===== src/rtl/spi_slave_v3.sv =====
// spi_slave_v3: SPI slave oversampled in the system clock domain. It bridges
// an SPI master to two valid/ready byte streams through internal FIFOs.
//   clk, reset (async, active low)       system clock / reset
//   SCK, MOSI, SSEL in; MISO out         SPI pins (SSEL active low)
//   read_data/read_vld/read_rdy          RX FIFO head (host -> fabric), FWFT
//   write_data/write_vld/write_rdy       TX FIFO push (fabric -> host)
//   spi_reset                            1-clk pulse on RESET opcode
//   rx_overflow, tx_underflow            sticky error flags

// Synchronous FIFO with flush. A push on full is accepted only when a pop
// frees a slot in the same clk, so simultaneous push+pop keeps the count.
//   clk_i, rst_ni    clock / async active-low reset
//   flush_i          empties the FIFO (wins over push/pop)
//   push_i, wdata_i  write side;  pop_i, rdata_o  read side (FWFT)
//   count_o, empty_o, full_o  occupancy
module spi_slave_v3_fifo #(
  parameter int W     = 8,
  parameter int DEPTH = 16
) (
  input  logic                       clk_i,
  input  logic                       rst_ni,
  input  logic                       flush_i,
  input  logic                       push_i,
  input  logic [W-1:0]               wdata_i,
  input  logic                       pop_i,
  output logic [W-1:0]               rdata_o,
  output logic [$clog2(DEPTH+1)-1:0] count_o,
  output logic                       empty_o,
  output logic                       full_o
);
  localparam int AW = $clog2(DEPTH);
  localparam int CW = $clog2(DEPTH+1);

  logic [W-1:0]  mem_q [DEPTH];
  logic [AW-1:0] wr_ptr_q, rd_ptr_q;
  logic [CW-1:0] count_q;
  logic          push_ok, pop_ok;

  assign empty_o = (count_q == '0);
  assign full_o  = (count_q == CW'(DEPTH));
  assign pop_ok  = pop_i & ~empty_o;
  assign push_ok = push_i & (~full_o | pop_ok);
  assign rdata_o = mem_q[rd_ptr_q];
  assign count_o = count_q;

  always_ff @(posedge clk_i or negedge rst_ni) begin
    if (!rst_ni) begin
      wr_ptr_q <= '0;
      rd_ptr_q <= '0;
      count_q  <= '0;
    end else if (flush_i) begin
      wr_ptr_q <= '0;
      rd_ptr_q <= '0;
      count_q  <= '0;
    end else begin
      if (push_ok) wr_ptr_q <= wr_ptr_q + AW'(1);
      if (pop_ok)  rd_ptr_q <= rd_ptr_q + AW'(1);
      count_q <= count_q + CW'(push_ok) - CW'(pop_ok);
    end
  end

  always_ff @(posedge clk_i) begin
    if (push_ok && !flush_i) mem_q[wr_ptr_q] <= wdata_i;
  end
endmodule

module spi_slave_v3 #(
  parameter int               WIDTH       = 8,
  parameter int               DEPTH       = 16,
  parameter int               CPOL        = 0,
  parameter int               CPHA        = 0,
  parameter logic [WIDTH-1:0] FILL        = '0,
  parameter int               SYNC_STAGES = 2
) (
  input  logic             clk,
  input  logic             reset,
  input  logic             SCK,
  input  logic             MOSI,
  output logic             MISO,
  input  logic             SSEL,
  output logic [WIDTH-1:0] read_data,
  output logic             read_vld,
  input  logic             read_rdy,
  input  logic [WIDTH-1:0] write_data,
  input  logic             write_vld,
  output logic             write_rdy,
  output logic             spi_reset,
  output logic             rx_overflow,
  output logic             tx_underflow
);
  localparam int   BW     = $clog2(WIDTH);
  localparam int   CW     = $clog2(DEPTH+1);
  localparam logic CPOL_B = (CPOL != 0);
  localparam logic [WIDTH-1:0] OP_STATUS = WIDTH'(8'h81);
  localparam logic [WIDTH-1:0] OP_READ   = WIDTH'(8'h82);
  localparam logic [WIDTH-1:0] OP_WRITE  = WIDTH'(8'h04);
  localparam logic [WIDTH-1:0] OP_WR_RD  = WIDTH'(8'h86);
  localparam logic [WIDTH-1:0] OP_RESET  = WIDTH'(8'h08);

  typedef enum logic [2:0] {S_IDLE, S_STATUS, S_READ, S_WRITE, S_WR_RD, S_DISCARD} state_e;

  logic [SYNC_STAGES-1:0] sck_sync_q, mosi_sync_q, ssel_sync_q;
  logic                   sck_prev_q;
  logic                   sck_s, mosi_s, active, rise, fall, lead, trail;
  logic                   sample_evt, shift_evt, frame_done;
  logic [WIDTH-1:0]       rx_word, tx_load, tx_sr_q, tx_rdata;
  logic [WIDTH-2:0]       rx_sr_q;
  logic [BW-1:0]          bitcnt_q;
  logic [1:0]             stat_cnt_q;
  logic                   load_q, tx_pop, uf_set;
  logic                   rx_push, rx_drop, rst_op, stat_clr;
  logic                   rx_empty, rx_full, tx_empty, tx_full;
  logic [CW-1:0]          rx_count, tx_count;
  logic                   spi_reset_q, rx_of_q, tx_uf_q, rx_of_d, tx_uf_d;
  state_e                 state_q;

  // Pin synchronisers; reset to the idle pin levels so no false edge appears.
  always_ff @(posedge clk or negedge reset) begin
    if (!reset) begin
      sck_sync_q  <= {SYNC_STAGES{CPOL_B}};
      mosi_sync_q <= '0;
      ssel_sync_q <= '1;
      sck_prev_q  <= CPOL_B;
    end else begin
      sck_sync_q  <= {sck_sync_q[SYNC_STAGES-2:0], SCK};
      mosi_sync_q <= {mosi_sync_q[SYNC_STAGES-2:0], MOSI};
      ssel_sync_q <= {ssel_sync_q[SYNC_STAGES-2:0], SSEL};
      sck_prev_q  <= sck_s;
    end
  end

  assign sck_s      = sck_sync_q[SYNC_STAGES-1];
  assign mosi_s     = mosi_sync_q[SYNC_STAGES-1];
  assign active     = ~ssel_sync_q[SYNC_STAGES-1];
  assign rise       = sck_s & ~sck_prev_q;
  assign fall       = ~sck_s & sck_prev_q;
  assign lead       = CPOL_B ? fall : rise;
  assign trail      = CPOL_B ? rise : fall;
  assign sample_evt = active & ((CPHA == 0) ? lead : trail);
  assign shift_evt  = active & ((CPHA == 0) ? trail : lead);
  assign rx_word    = {rx_sr_q, mosi_s};
  assign frame_done = sample_evt & (bitcnt_q == BW'(WIDTH-1));

  assign rx_push  = frame_done & ((state_q == S_WRITE) | (state_q == S_WR_RD));
  assign rx_drop  = rx_push & rx_full & ~(read_rdy & ~rx_empty);
  assign rst_op   = frame_done & (state_q == S_IDLE) & (rx_word == OP_RESET);
  assign stat_clr = frame_done & (state_q == S_STATUS) & (stat_cnt_q == 2'd2);

  // Next transmit word, latched one clk after a frame completes so the
  // state and status index already reflect that frame.
  always_comb begin
    tx_load = '0;
    tx_pop  = 1'b0;
    uf_set  = 1'b0;
    if (load_q && active) begin
      case (state_q)
        S_STATUS: begin
          case (stat_cnt_q)
            2'd0:    tx_load = WIDTH'(DEPTH) - WIDTH'(rx_count);
            2'd1:    tx_load = WIDTH'(tx_count);
            2'd2:    tx_load = {{(WIDTH-2){1'b0}}, tx_uf_q, rx_of_q};
            default: tx_load = '0;
          endcase
        end
        S_READ, S_WR_RD: begin
          if (!tx_empty) begin
            tx_load = tx_rdata;
            tx_pop  = 1'b1;
          end else begin
            tx_load = FILL;
            uf_set  = 1'b1;
          end
        end
        default: tx_load = '0;
      endcase
    end
  end

  // Shifting is suppressed while bitcnt is 0: for CPHA=0 that skips the
  // trailing edge after the last sample (which would clobber a fresh load),
  // for CPHA=1 the first leading edge just exposes the already-loaded MSB.
  always_ff @(posedge clk or negedge reset) begin
    if (!reset) begin
      state_q    <= S_IDLE;
      bitcnt_q   <= '0;
      rx_sr_q    <= '0;
      tx_sr_q    <= '0;
      load_q     <= 1'b0;
      stat_cnt_q <= '0;
    end else if (!active) begin
      state_q  <= S_IDLE;
      bitcnt_q <= '0;
      tx_sr_q  <= '0;
      load_q   <= 1'b0;
    end else begin
      load_q <= frame_done;
      if (sample_evt) begin
        rx_sr_q  <= rx_word[WIDTH-2:0];
        bitcnt_q <= frame_done ? '0 : bitcnt_q + BW'(1);
      end
      if (frame_done) begin
        case (state_q)
          S_IDLE: begin
            stat_cnt_q <= '0;
            case (rx_word)
              OP_STATUS: state_q <= S_STATUS;
              OP_READ:   state_q <= S_READ;
              OP_WRITE:  state_q <= S_WRITE;
              OP_WR_RD:  state_q <= S_WR_RD;
              default:   state_q <= S_DISCARD;
            endcase
          end
          S_STATUS: if (stat_cnt_q != 2'd3) stat_cnt_q <= stat_cnt_q + 2'd1;
          default: ;
        endcase
      end
      if (load_q)
        tx_sr_q <= tx_load;
      else if (shift_evt && bitcnt_q != '0)
        tx_sr_q <= {tx_sr_q[WIDTH-2:0], 1'b0};
    end
  end

  // Sticky flags: a set in the clearing clk wins over the clear.
  assign rx_of_d = rst_op ? 1'b0 : ((rx_of_q & ~stat_clr) | rx_drop);
  assign tx_uf_d = rst_op ? 1'b0 : ((tx_uf_q & ~stat_clr) | uf_set);

  always_ff @(posedge clk or negedge reset) begin
    if (!reset) begin
      spi_reset_q <= 1'b0;
      rx_of_q     <= 1'b0;
      tx_uf_q     <= 1'b0;
    end else begin
      spi_reset_q <= rst_op;
      rx_of_q     <= rx_of_d;
      tx_uf_q     <= tx_uf_d;
    end
  end

  spi_slave_v3_fifo #(.W(WIDTH), .DEPTH(DEPTH)) u_rx_fifo (
    .clk_i(clk), .rst_ni(reset), .flush_i(rst_op),
    .push_i(rx_push), .wdata_i(rx_word), .pop_i(read_rdy), .rdata_o(read_data),
    .count_o(rx_count), .empty_o(rx_empty), .full_o(rx_full)
  );

  spi_slave_v3_fifo #(.W(WIDTH), .DEPTH(DEPTH)) u_tx_fifo (
    .clk_i(clk), .rst_ni(reset), .flush_i(rst_op),
    .push_i(write_vld), .wdata_i(write_data), .pop_i(tx_pop), .rdata_o(tx_rdata),
    .count_o(tx_count), .empty_o(tx_empty), .full_o(tx_full)
  );

  assign MISO         = active & tx_sr_q[WIDTH-1];
  assign read_vld     = ~rx_empty;
  assign write_rdy    = ~tx_full;
  assign spi_reset    = spi_reset_q;
  assign rx_overflow  = rx_of_q;
  assign tx_underflow = tx_uf_q;
endmodule


===== config.mk =====
export PLATFORM = sky130hd
export DESIGN_NAME = spi_slave_v3
export DESIGN_NICKNAME = d
export VERILOG_FILES = /design/src/rtl/spi_slave_v3.sv
export SDC_FILE = /design/constraint.sdc
export NUM_CORES = 1
export LEC_CHECK = 0
export CORE_ASPECT_RATIO = 2
export CORE_UTILIZATION = 60
export DETAILED_ROUTE_END_ITERATION = 8
export GPL_TIMING_DRIVEN = 1
export PLACE_DENSITY_LB_ADDON = 0.3
export SLEW_MARGIN = 20
export SYNTH_ARGS = -nofsm -noshare
export SYNTH_HDL_FRONTEND = slang
export SYNTH_SLANG_ARGS = --single-unit
export TNS_END_PERCENT = 10

===== constraint.sdc =====
create_clock -name clk -period 3.74 [get_ports clk]
set_input_delay 0.374 -clock clk [delete_from_list [all_inputs] [get_ports clk]]
set_output_delay 0.374 -clock clk [all_outputs]
set_load 0.05 [all_outputs]

==> impl_metrics.ini <==
[clocking]
cts_tree = yes
cts_buffers = 26
post_cts_buffers = 0
clock_sinks = 316
cts-root-buf = clkbuf_16
worstSkewPairLatency_ns = 0.53
cts_hold_buffers = 1
cts_buffer_depth = 3
cts_resized = 0
cts_max_level = 1
clk_pin_slew_worst_paths_ns = 0.07

[finish]
nFillCells = 1418
final_core_util = 0.679
syn2layout_area_growth_pct = 10.9
regArea_um2 = 9190
antenna_cells = 0
drive_gt1_frac = 0.195
multi_input_area_um2 = 3950
final_cells = 1108
fin_nets = 864

[detailed_routing]
routed_wl_mm = 27.4
first_iter_violations = 438
drc = 0
wl_per_cell_um = 24.8
vias = 6793
detail-route-antenna-nets = 0
vias_per_cell = 6.13
drt_pass1_iterations = 5

[pwr]
comb_power_share = 0.251
p_total_mw = 9.71
switching_share = 0.303
p_switching_mw = 2.94
p_clk_frac = 0.275
vdd_drop_max_uv = 643
power_density_nw_per_um2 = 648
p_int_mw = 6.77
seq_power_share = 0.475
p_leak_nw = 5.20

[synth]
ys_seq_area_frac = 0.680
netlist_area_um2 = 13500
synth_top_area_frac = 0.569
yosys.area.top_type = edfxtp_1
async_flop_share = 0.190
synth_area_leaders = edfxtp_1, dfrtp_1, mux4_2
synth_edf_count = 256
ys_ff_latch = 316
synth_ff_type = edfxtp_1
syn_inst = 765
synth_commonest_cells = edfxtp_1, dfrtp_1, mux4_2, nor2_1, inv_1
synth_cell_types = 67
syn_nets = 817
syn_area_per_cell_um2 = 17.7
synth_most_common_cell = edfxtp_1
synth_warnings = 0

[timing]
fmax_mhz = 294
finClkSkew_ns = 0.0118
finalSetupViolCount = 0
finalCriticalPeriod_ns = 3.41
hold_slack_ns = 0.264
hold_viol_final = 0
slew_violations = 0
period_share = 0.911
rsz0062_at_grt = no
setup_tns_ns = 0
max_slew_margin = 0.395
worst_pin_slew_ns = 0.907

[critical_path]
path_max_fanout = 35
cp-startpoint = u_rx_fifo.rd_ptr_q[0]$_DFFE_PN0P_
cp-start-kind = flop
crit_required_ns = 3.37
cp.arrival_ns = 3.03
end_kind = output port
critPathKind = flop to output port
r2r-start = u_rx_fifo.count_o[1]$_DFF_PN0_

[placed_design]
place.gp.congestion = 0.860
dpl.hpwl_mm = 19.9
portBuffers = 28
dp_cells = 1059

[global_routing]
grtUsageMet2 = 0.483
overflow = 0
use_met1 = 0.250
grt_max_degree = 41
grt_pass1_wl_mm = 42.2
grtUsageTotal = 0.252
grt-busiest-layer = met2
first_global_vias = 7407
antenna_found_initial = 0
met3_usage = 0.0301

[worst_hold_path]
worstHoldStart = SSEL
hp-class = primary input to flop

[floorplanning]
die_y_um = 214
io_pins = 29
core_um2 = 22100
start_util = 0.613
rows = 77
die_x_um = 108
dieArea_um2 = 23200

[flow_run]
cap_violations = 0

[run_status]
status = finished clean
## metal layers
metal	wire [µm]	up-vias	part of all wire
met1	8870	3467	0.32
met3	887	64	0.032
li1	-	3087	-
met2	16100	175	0.59
met4	1610	0	0.059
met5	0	-	0
## worst paths after layout
kind	to	slack, ns	depth (start not counted)
worst max-delay path	read_data[6]	0.33	4
worst min-delay path	ssel_sync_q[0]$_DFF_PN1_	0.26	1
worst max register to register	u_rx_fifo.count_o[4]$_DFF_PN0_	0.70	14
worst min register to register	sck_sync_q[1]$_DFF_PN0_	0.35	0
max in group asynchronous	u_tx_fifo.rd_ptr_q[0]$_DFFE_PN0P_	2.36	3
min in group asynchronous	sck_sync_q[0]$_DFF_PN0_	0.52	2
## registers in the layout, summed over array words and instances (netlist names), 2 cells and up
signal,cells
u_rx_fifo.wr_ptr_q,4
u_tx_fifo.mem_q,128
sck_sync_q,2
u_tx_fifo.rd_ptr_q,4
u_tx_fifo.wr_ptr_q,4
mosi_sync_q,2
bitcnt_q,3
u_rx_fifo.mem_q,128
state_q,3
tx_sr_q,8
u_rx_fifo.rd_ptr_q,4
stat_cnt_q,2
ssel_sync_q,2
u_tx_fifo.count_o,5
u_rx_fifo.count_o,5
rx_sr_q,7
## power groups by stage
| stage | sequential, mW | clock (mW) | combinational (mW) |
|---|---|---|---|
| detailed placement | 4.68 | 0 | 2.44 |
| global route | 4.65 | 2.84 | 2.62 |
| floorplan | 4.48 | 0 | 1.82 |
| CTS | 4.60 | 2.70 | 2.46 |
| global placement | 4.65 | 0 | 2.37 |
| finish | 4.61 | 2.67 | 2.43 |
## kinds of logic after synthesis
| logic type | synth area share |
|---|---|
| simple gates | 0.0660 |
| flops | 0.680 |
| mux | 0.146 |
| fa+ha+maj | 0.0353 |
| buf+inv | 0.0285 |
| xor+xnor | 0.0135 |
| compound gates | 0.0310 |
## cells in the final DEF (no fill, tap or decap), types with 5 or more instances in the layout
master	synthesis	routed
nor2b_1	13	13
clkdlybuf4s50_1	0	27
nand3_1	9	9
nor3_1	12	12
nand2_1	25	25
mux4_2	55	55
mux2_2	14	14
clkbuf_16	0	27
xnor2_1	8	8
mux4_1	17	17
o21ai_0	11	11
and2_1	6	6
ha_1	35	35
dfrtp_1	58	56
nor2_1	41	41
nor4_1	5	5
edfxtp_1	256	256
xor2_1	11	11
nand4_1	6	6
o211ai_1	7	7
clkinvlp_4	0	6
inv_1	36	36
a21oi_1	16	16
mux2i_1	13	13
buf_4	8	27
## critical path: stages, from the launching register on
cell             delay, ns
dfrtp_2               0.37
buf_12                0.27
mux4_2                0.61
mux4_2                0.49
clkdlybuf4s50_1       0.73
## final cells by class
type                            instances  share of cell area
Sequential cell                       316               0.613
Multi-Input combinational cell        374               0.264
Clock buffer                           32              0.0477
Timing Repair Buffer                   57              0.0339
Tap cell                              276              0.0230
Clock inverter                         16             0.00926
Inverter                               37             0.00926
## metrics by stage
| stage | instance area [µm²] | setup slack (ns) |
|---|---|---|
| 2_1_floorplan | 13500 | 0.869 |
| 3_3_place_gp | 14100 | 0.841 |
| 3_5_place_dp | 14100 | 0.743 |
| 4_1_cts | 15000 | 0.302 |
| 5_1_grt | 15000 | 0.245 |
| 6_report | 15000 | 0.334 |
Power figures use the tool's default switching activity.
